==> config.mk <==
export PLATFORM = sky130hd
export DESIGN_NAME = tap_capture_reg
export DESIGN_NICKNAME = d
export VERILOG_FILES = /design/src/rtl/tap_capture_reg.sv
export SDC_FILE = /design/constraint.sdc
export NUM_CORES = 1
export LEC_CHECK = 0
export BUFFER_PORTS_ARGS = -buffer_cell sky130_fd_sc_hd__buf_4
export CAP_MARGIN = 10
export CORE_MARGIN = 3
export CORE_UTILIZATION = 51
export DETAILED_ROUTE_END_ITERATION = 12
export PLACE_DENSITY = 0.73
export SLEW_MARGIN = 20
export SYNTH_ARGS = -nofsm -noshare
export SYNTH_HDL_FRONTEND = slang
export SYNTH_SLANG_ARGS = --single-unit
==> constraint.sdc <==
create_clock -name clk -period 2.2 [get_ports clk]
set_input_delay 0.33 -clock clk [delete_from_list [all_inputs] [get_ports clk]]
set_output_delay 0.33 -clock clk [all_outputs]
set_load 0.02 [all_outputs]
==> src/rtl/tap_capture_reg.sv <==
// tap_capture_reg: multi-channel capture register with per-channel tap select.
// Each channel stores a WIDTH-bit word. Its enable output is one selectable
// bit of that word, and a saturating counter counts the enable's rising edges.
//
// Ports:
//   clk, rst_n           clock (rising edge), asynchronous active-low reset
//   wr_valid/wr_ready    write handshake; wr_ready = !cfg_we (config wins)
//   wr_ch, wr_data       target channel and word for an accepted write
//   cfg_we/cfg_ch/cfg_tap  tap-select update (tap clamped to WIDTH-1)
//   clr                  synchronous clear of all rise counters
//   en                   combinational en[c] = data[c][tap[c]]
//   loaded               channel written at least once since reset
//   rd_ch                read-back channel select
//   rd_data/rd_tap/rd_cnt  registered read-back of rd_ch (1-cycle latency)
module tap_capture_reg #(
  parameter int unsigned WIDTH    = 8,
  parameter int unsigned CHANNELS = 4,
  parameter int unsigned CNT_W    = 8,
  parameter int unsigned TAP_W    = $clog2(WIDTH),
  parameter int unsigned CH_W     = $clog2(CHANNELS)
) (
  input  logic                clk,
  input  logic                rst_n,
  input  logic                wr_valid,
  output logic                wr_ready,
  input  logic [CH_W-1:0]     wr_ch,
  input  logic [WIDTH-1:0]    wr_data,
  input  logic                cfg_we,
  input  logic [CH_W-1:0]     cfg_ch,
  input  logic [TAP_W-1:0]    cfg_tap,
  input  logic                clr,
  output logic [CHANNELS-1:0] en,
  output logic [CHANNELS-1:0] loaded,
  input  logic [CH_W-1:0]     rd_ch,
  output logic [WIDTH-1:0]    rd_data,
  output logic [TAP_W-1:0]    rd_tap,
  output logic [CNT_W-1:0]    rd_cnt
);

  localparam logic [TAP_W-1:0] TAP_RST = (WIDTH > 3) ? TAP_W'(3) : '0;
  localparam logic [TAP_W-1:0] TAP_MAX = TAP_W'(WIDTH - 1);
  localparam logic [CNT_W-1:0] CNT_MAX = {CNT_W{1'b1}};

  // Channel state
  logic [WIDTH-1:0]    data_q [CHANNELS];
  logic [WIDTH-1:0]    data_d [CHANNELS];
  logic [TAP_W-1:0]    tap_q  [CHANNELS];
  logic [TAP_W-1:0]    tap_d  [CHANNELS];
  logic [CNT_W-1:0]    cnt_q  [CHANNELS];
  logic [CNT_W-1:0]    cnt_d  [CHANNELS];
  logic [CHANNELS-1:0] loaded_q, loaded_d;
  logic [CHANNELS-1:0] en_q;

  // Read-back registers
  logic [WIDTH-1:0]    rd_data_q, rd_data_d;
  logic [TAP_W-1:0]    rd_tap_q,  rd_tap_d;
  logic [CNT_W-1:0]    rd_cnt_q,  rd_cnt_d;

  // Decoded controls
  logic                wr_fire;
  logic                wr_ch_ok, cfg_ch_ok, rd_ch_ok;
  logic [TAP_W-1:0]    cfg_tap_clamped;
  logic [CHANNELS-1:0] rise;

  // Handshake and index range checks (non-power-of-two CHANNELS)
  always_comb begin
    wr_ready        = !cfg_we;
    wr_fire         = wr_valid && !cfg_we;
    wr_ch_ok        = 32'(wr_ch)  < CHANNELS;
    cfg_ch_ok       = 32'(cfg_ch) < CHANNELS;
    rd_ch_ok        = 32'(rd_ch)  < CHANNELS;
    cfg_tap_clamped = (32'(cfg_tap) > WIDTH - 1) ? TAP_MAX : cfg_tap;
  end

  // Enable taps straight from the stored registers; rise against last cycle
  always_comb begin
    en = '0;
    for (int c = 0; c < int'(CHANNELS); c++) begin
      en[c] = data_q[c][tap_q[c]];
    end
    rise = en & ~en_q;
  end

  // Next-state for data, tap, loaded flags and counters
  always_comb begin
    loaded_d = loaded_q;
    for (int c = 0; c < int'(CHANNELS); c++) begin
      data_d[c] = data_q[c];
      tap_d[c]  = tap_q[c];
      cnt_d[c]  = cnt_q[c];

      if (wr_fire && wr_ch_ok && (wr_ch == CH_W'(c))) begin
        data_d[c]   = wr_data;
        loaded_d[c] = 1'b1;
      end

      if (cfg_we && cfg_ch_ok && (cfg_ch == CH_W'(c))) begin
        tap_d[c] = cfg_tap_clamped;
      end

      // Clear wins over a coincident rise; counter saturates
      if (clr) begin
        cnt_d[c] = '0;
      end else if (rise[c] && (cnt_q[c] != CNT_MAX)) begin
        cnt_d[c] = cnt_q[c] + CNT_W'(1);
      end
    end
  end

  // Read-back mux samples pre-update state; out-of-range returns zero
  always_comb begin
    rd_data_d = '0;
    rd_tap_d  = '0;
    rd_cnt_d  = '0;
    if (rd_ch_ok) begin
      rd_data_d = data_q[rd_ch];
      rd_tap_d  = tap_q[rd_ch];
      rd_cnt_d  = cnt_q[rd_ch];
    end
  end

  // State registers
  always_ff @(posedge clk or negedge rst_n) begin
    if (!rst_n) begin
      for (int c = 0; c < int'(CHANNELS); c++) begin
        data_q[c] <= '0;
        tap_q[c]  <= TAP_RST;
        cnt_q[c]  <= '0;
      end
      loaded_q  <= '0;
      en_q      <= '0;
      rd_data_q <= '0;
      rd_tap_q  <= '0;
      rd_cnt_q  <= '0;
    end else begin
      for (int c = 0; c < int'(CHANNELS); c++) begin
        data_q[c] <= data_d[c];
        tap_q[c]  <= tap_d[c];
        cnt_q[c]  <= cnt_d[c];
      end
      loaded_q  <= loaded_d;
      en_q      <= en;
      rd_data_q <= rd_data_d;
      rd_tap_q  <= rd_tap_d;
      rd_cnt_q  <= rd_cnt_d;
    end
  end

  assign loaded  = loaded_q;
  assign rd_data = rd_data_q;
  assign rd_tap  = rd_tap_q;
  assign rd_cnt  = rd_cnt_q;

endmodule

* After elaboration in Yosys (flattened, before gate mapping) *
Cells that the tools add are included.

operators by class
  add/sub/neg operators = 4
  $lt $le $gt $ge = 5
  equality and inequality tests = 10
  mux-type cells = 25
  bitwise operators = 3
  reduce and logical (&&, ||, !) cells = 20

operators with widths
  kind                                                                           count
  8-bit 2-to-1 mux                                                               12
  8-bit by 1-bit adder with 8-bit output (second input constant)                 4
  8-bit binary-select mux with 2-bit select                                      2
  8-bit inequality test (second input constant)                                  4
  3-bit by 4-bit less-than comparator with 1-bit output (second input constant)  4
  1-bit logical AND                                                              13
  1-bit binary-select mux with 3-bit select                                      4
  2-bit == test (second input constant)                                          4
  2-bit nonzero test                                                             4
  3-bit binary-select mux with 2-bit select                                      1
  3-bit 2-to-1 mux                                                               2
  4-bit AND                                                                      1
  2-bit by 1-bit == test with 1-bit output (second input constant)               2
  2-bit zero test                                                                2
  1-bit 2-to-1 mux                                                               4
  4-bit NOT                                                                      1
  3-bit >= comparator (second input constant)                                    1
  2-bit NOT with 3-bit output                                                    1
  1-bit zero test                                                                1

storage, ports and cells
  register bits after elaboration = 103
  input port bits = 22
  logic and storage cells = 87

* Longest topological paths before layout *
  depth in word-level cells = 6
  mapped depth = 7
  depth with buffers taken out = 6

* Worst setup path after synthesis *
No wires, ideal clock.

  kind = register to register
  start point = register tap_q[6] (netlist bit)
  end point = register cnt_q[18] (netlist bit)
  arrival time = 1818 ps
  slack = 255 ps
  cell stages (with the launch flop) = 8
  period minus slack after synthesis = 1945 ps
  path through = dfstp_2 -> buf_2 -> mux2i_1 -> a22oi_1 -> nand3_1 -> clkbuf_1 -> nor4b_1 -> mux2_1

on the way
  cells in the longest elaborated chain, start to end = 5

ends and longest elaborated chain
  item                                       line  source
  start, declared                            47    logic [TAP_W-1:0] tap_q [CHANNELS];
  start signal, assigned by index            138   tap_q[c] <= tap_d[c];
  1-bit binary-select mux with 3-bit select  79    en[c] = data_q[c][tap_q[c]];
  1-bit 2-to-1 mux (not written as such)     79
  4-bit AND                                  81    rise = en & ~en_q;
  1-bit logical AND                          104   end else if (rise[c] && (cnt_q[c] != CNT_MAX)) begin
  2-bit nonzero test (no line)               --
  end signal, assigned by index              139   cnt_q[c] <= cnt_d[c];
  end, declared                              49    logic [CNT_W-1:0] cnt_q [CHANNELS];

Every way passes these cells. The select of a mux whose other input is x is not followed.
A chain may end at the register's enable or synchronous reset.

* Worst setup path after layout *
  start point = register tap_q[9] (netlist bit)
  end point = output en[0]

on the way
  cells in the longest elaborated chain, start to end = 2

ends and longest elaborated chain
  item                                       line  source
  1-bit binary-select mux with 3-bit select  79
  1-bit 2-to-1 mux (not written as such)     79
  end, declared                              32    output logic [CHANNELS-1:0] en,

Every way passes these cells. The select of a mux whose other input is x is not followed.

==> results.json <==
{
  "fin_crit_ns": 2.239,
  "finalHoldViolCount": 0,
  "route.detailed.vias_per_inst": 5.833,
  "met1_usage": 0.2625,
  "p_switching_mw": 1.743,
  "share_clk_of_total_power": 0.230,
  "routed_vias": 3523,
  "critPathSlowestCell": "sky130_fd_sc_hd__dfstp_2",
  "busiest_layer": "met2",
  "violated_checks": "negative setup slack",
  "num_rows": 35,
  "leakagePower_nw": 2.547,
  "layout-area-overhead-vs-synth_pct": 19.56,
  "skew_final_ns": 0.01953,
  "max-clock-path-buffers": 2,
  "antenna_left": 0,
  "setup.worst_path.start_class": "flip-flop",
  "clk_pin_slew_ns": 0.10,
  "globalRoute.totalOverflow": 0,
  "worstPathRequired_ns": 1.87,
  "ys_seq_elements": 103,
  "wl_per_cell_microns": 18.49,
  "power.ir.vdd_worst_v": 0.0005894,
  "antenna_found_initial": 0,
  "synth_area_leader_cell": "sky130_fd_sc_hd__dfrtp_1",
  "clock_latency_ns": 0.39,
  "status": "finished, violations left",
  "path_cells": "mux2i_2 > nand3_1 > nand4_1 > buf_4 > inv_2 > buf_6",
  "synth.distinct_cells": 48,
  "drt_first_pass_iters": 4,
  "grt_start_max_net_pins": 47,
  "cp-end-kind": "primary output",
  "detail_route.drc_violations": 0,
  "top_level_ports": 50,
  "grt_use_met3": 0.06062,
  "layout.cells.most_common": "sky130_fd_sc_hd__dfrtp_1",
  "placedCellCount": 574,
  "initial_core_util": 0.5333,
  "power.sequential.fraction": 0.483,
  "synthDominantCellAreaShare": 0.4735,
  "kind_of_critical_path": "reg -> out",
  "core_sq_um": 9415,
  "max_cap_violations": 0,
  "synth.yosys.seq_area_share": 0.5153,
  "worst_slew_margin_rel": 0.5817,
  "worstPathArrival_ns": 1.91,
  "syn_nets": 426,
  "placement.io_buffers": 49,
  "tightest_slew_ns": 0.6227,
  "intPower_mw": 3.623,
  "yosys_warning_total": 0,
  "synth-edff-count": 0,
  "synth.top_cells.by_area": "sky130_fd_sc_hd__dfrtp_1 (47%), sky130_fd_sc_hd__mux2_2 (9.0%), sky130_fd_sc_hd__mux4_2 (8.1%)",
  "dr.first_iter.drc_count": 124,
  "vias_in_the_first_global_route": 3467,
  "final_cell_mix": "sky130_fd_sc_hd__dfrtp_1 (95), sky130_fd_sc_hd__buf_4 (69), sky130_fd_sc_hd__mux2_2 (40), sky130_fd_sc_hd__nor2_1 (20), sky130_fd_sc_hd__mux4_2 (18)",
  "pwr_density_cell_nw_per_um2": 893.9,
  "clock_tree_from_tritoncts": "yes",
  "grt_util_all_layers": 0.2105,
  "timing.critical_path.fanout_max": 6,
  "share_comb_of_total_power": 0.287,
  "min_period_over_period": 1.018,
  "fin_ws_ns": -0.03948,
  "synth_top_flop_cell": "sky130_fd_sc_hd__dfrtp_1",
  "filler_cell_count": 739,
  "timing.critical_path.slowest_cell_delay_ns": 0.66,
  "final-instance-count-excl-fill": 604,
  "route.final.wire_length_mm": 11.17,
  "final_net_count": 496,
  "cts-root-buf": "sky130_fd_sc_hd__clkbuf_8",
  "numCtsBuffers": 9,
  "holdWs_ns": 0.1834,
  "setup_violations": 1,
  "synth.cell_area_sq_um": 5021,
  "global_route_met2_usage": 0.3575,
  "clock_sink_count": 103,
  "fp.dieH_microns": 105.2,
  "final_gp_congestion": 0.8247,
  "max_frequency_mhz": 446.5,
  "async_reset_ff_frac": 1.000,
  "final-max-slew-violation-count": 0,
  "hp-class": "in -> reg",
  "antenna-diode-count": 0,
  "hpwlAfterDp_mm": 7.806,
  "layout-drive-gt1-share": 0.3768,
  "setup_repair_after_global_routing_missed_its_margin": "yes",
  "grt_first_pass_wirelength_mm": 18.07,
  "die_w_microns": 105.2,
  "htree_num_levels": 3,
  "floorplan.die_area_sq_um": 11070,
  "synthesis.instances": 400,
  "sw_ratio": 0.3248,
  "syn_avg_cell_area_sq_um": 12.55
}
[critical path, delay by kind of cell (launching register included)]
kind / cells / cell delay, ns
DFF: 1 / 0.66
and+or+nand+nor: 2 / 0.28
muxes: 1 / 0.26
buffers and inverters: 3 / 0.32
[flip-flops by register name, summed over array words and instances (netlist names)]
name and flops:
data_q 32, cnt_q 32, rd_cnt 8, rd_tap 3, rd_data 8, en_q 4, tap_q 12, loaded 4
[area by class of cell]
cell class                 instances  area (sq um)  share of cell area
multi-input combinational        270          2412              0.4018
clock buffer                      11         141.4             0.02355
clock inverter                     5         63.81             0.01063
sequential                       103          2587              0.4310
tap                              129         161.4             0.02689
timing repair buffer              75         593.1             0.09879
inverter                          11         43.79            0.007295
[metal layers]
layer / up-vias / wire length (microns)
li1: 1628 / -
met1: 1795 / 4641
met2: 87 / 5824
met3: 13 / 556
met4: 0 / 145
met5: - / 0
[power by group through the flow]
stage               Combinational (mW)  Sequential [mW]  Clock [mW]
floorplan                        0.811             2.55           0
global placement                  1.26             2.58           0
detailed placement                1.29             2.60           0
CTS                               1.37             2.57        1.27
global route                      1.66             2.64        1.34
finish                            1.54             2.59        1.23
[path summary, 6_finish.rpt]
check                      slack, ns  cells after the start                      to             startpoint
max                            -0.04                      6                   en[0]   tap_q[9]$_DFFE_PN1P_
min                             0.18                      2  data_q[30]$_DFFE_PN0P_             wr_data[6]
max reg2reg                     0.05                      7   cnt_q[30]$_DFFE_PN0P_   tap_q[9]$_DFFE_PN1P_
min reg2reg                     0.49                      1   loaded[1]$_DFFE_PN0P_  loaded[1]$_DFFE_PN0P_
max in group asynchronous       1.15                      3    tap_q[4]$_DFFE_PN1P_                  rst_n
min in group asynchronous       0.39                      2   cnt_q[31]$_DFFE_PN0P_                  rst_n
[logic make-up after synthesis]
kind of cell             after synthesis  synth area share
multiplexers                          94            0.2494
adder cells (fa/ha/maj)                4          0.009968
AO/OA/AOI/OAI                         40           0.05034
AND/OR/NAND/NOR                      131            0.1490
buffers and inverters                 27           0.02417
flip-flops                           103            0.5153
XOR/XNOR                               1          0.001745
[cell usage after synthesis, drive strengths merged, types with 2 or more instances]
master and count:
a21oi 16, a22oi 3, and3 4, buf 7, clkbuf 8, dfrtp 95, dfstp 8, ha 4
inv 11, mux2 56, mux2i 19, mux4 19, nand2 14, nand2b 5, nand3 17, nand3b 7
nand4 5, nor2 20, nor2b 17, nor3 7, nor3b 2, nor4 8, nor4b 2, o21ai 10
o31ai 3, or2 3, or3 13, or4 6
[stage by stage]
step	power [mW]	util	worst slack, ns	cell area (sq um)	setup TNS (ns)
finish	5.366	0.6376	-0.03948	6003	-0.03948
global route	5.648	0.6376	-0.1224	6003	-0.2186
CTS	5.209	0.6203	-0.02337	5841	-0.02337
detailed placement	3.893	0.5919	0.08363	5573	0
global placement	3.843	0.5919	0.1908	5573	0
floorplan	3.358	-	0.2545	5021	0
[repair_timing]
item                                    CTS  global route
gates resized for setup                  10            14
hold buffers                              1             0
endpoints found under the setup margin    4             6
buffers inserted                          2            11
hold endpoints to repair                 21             0
pin swaps                                 2             8
Power figures use the tool's default switching activity.
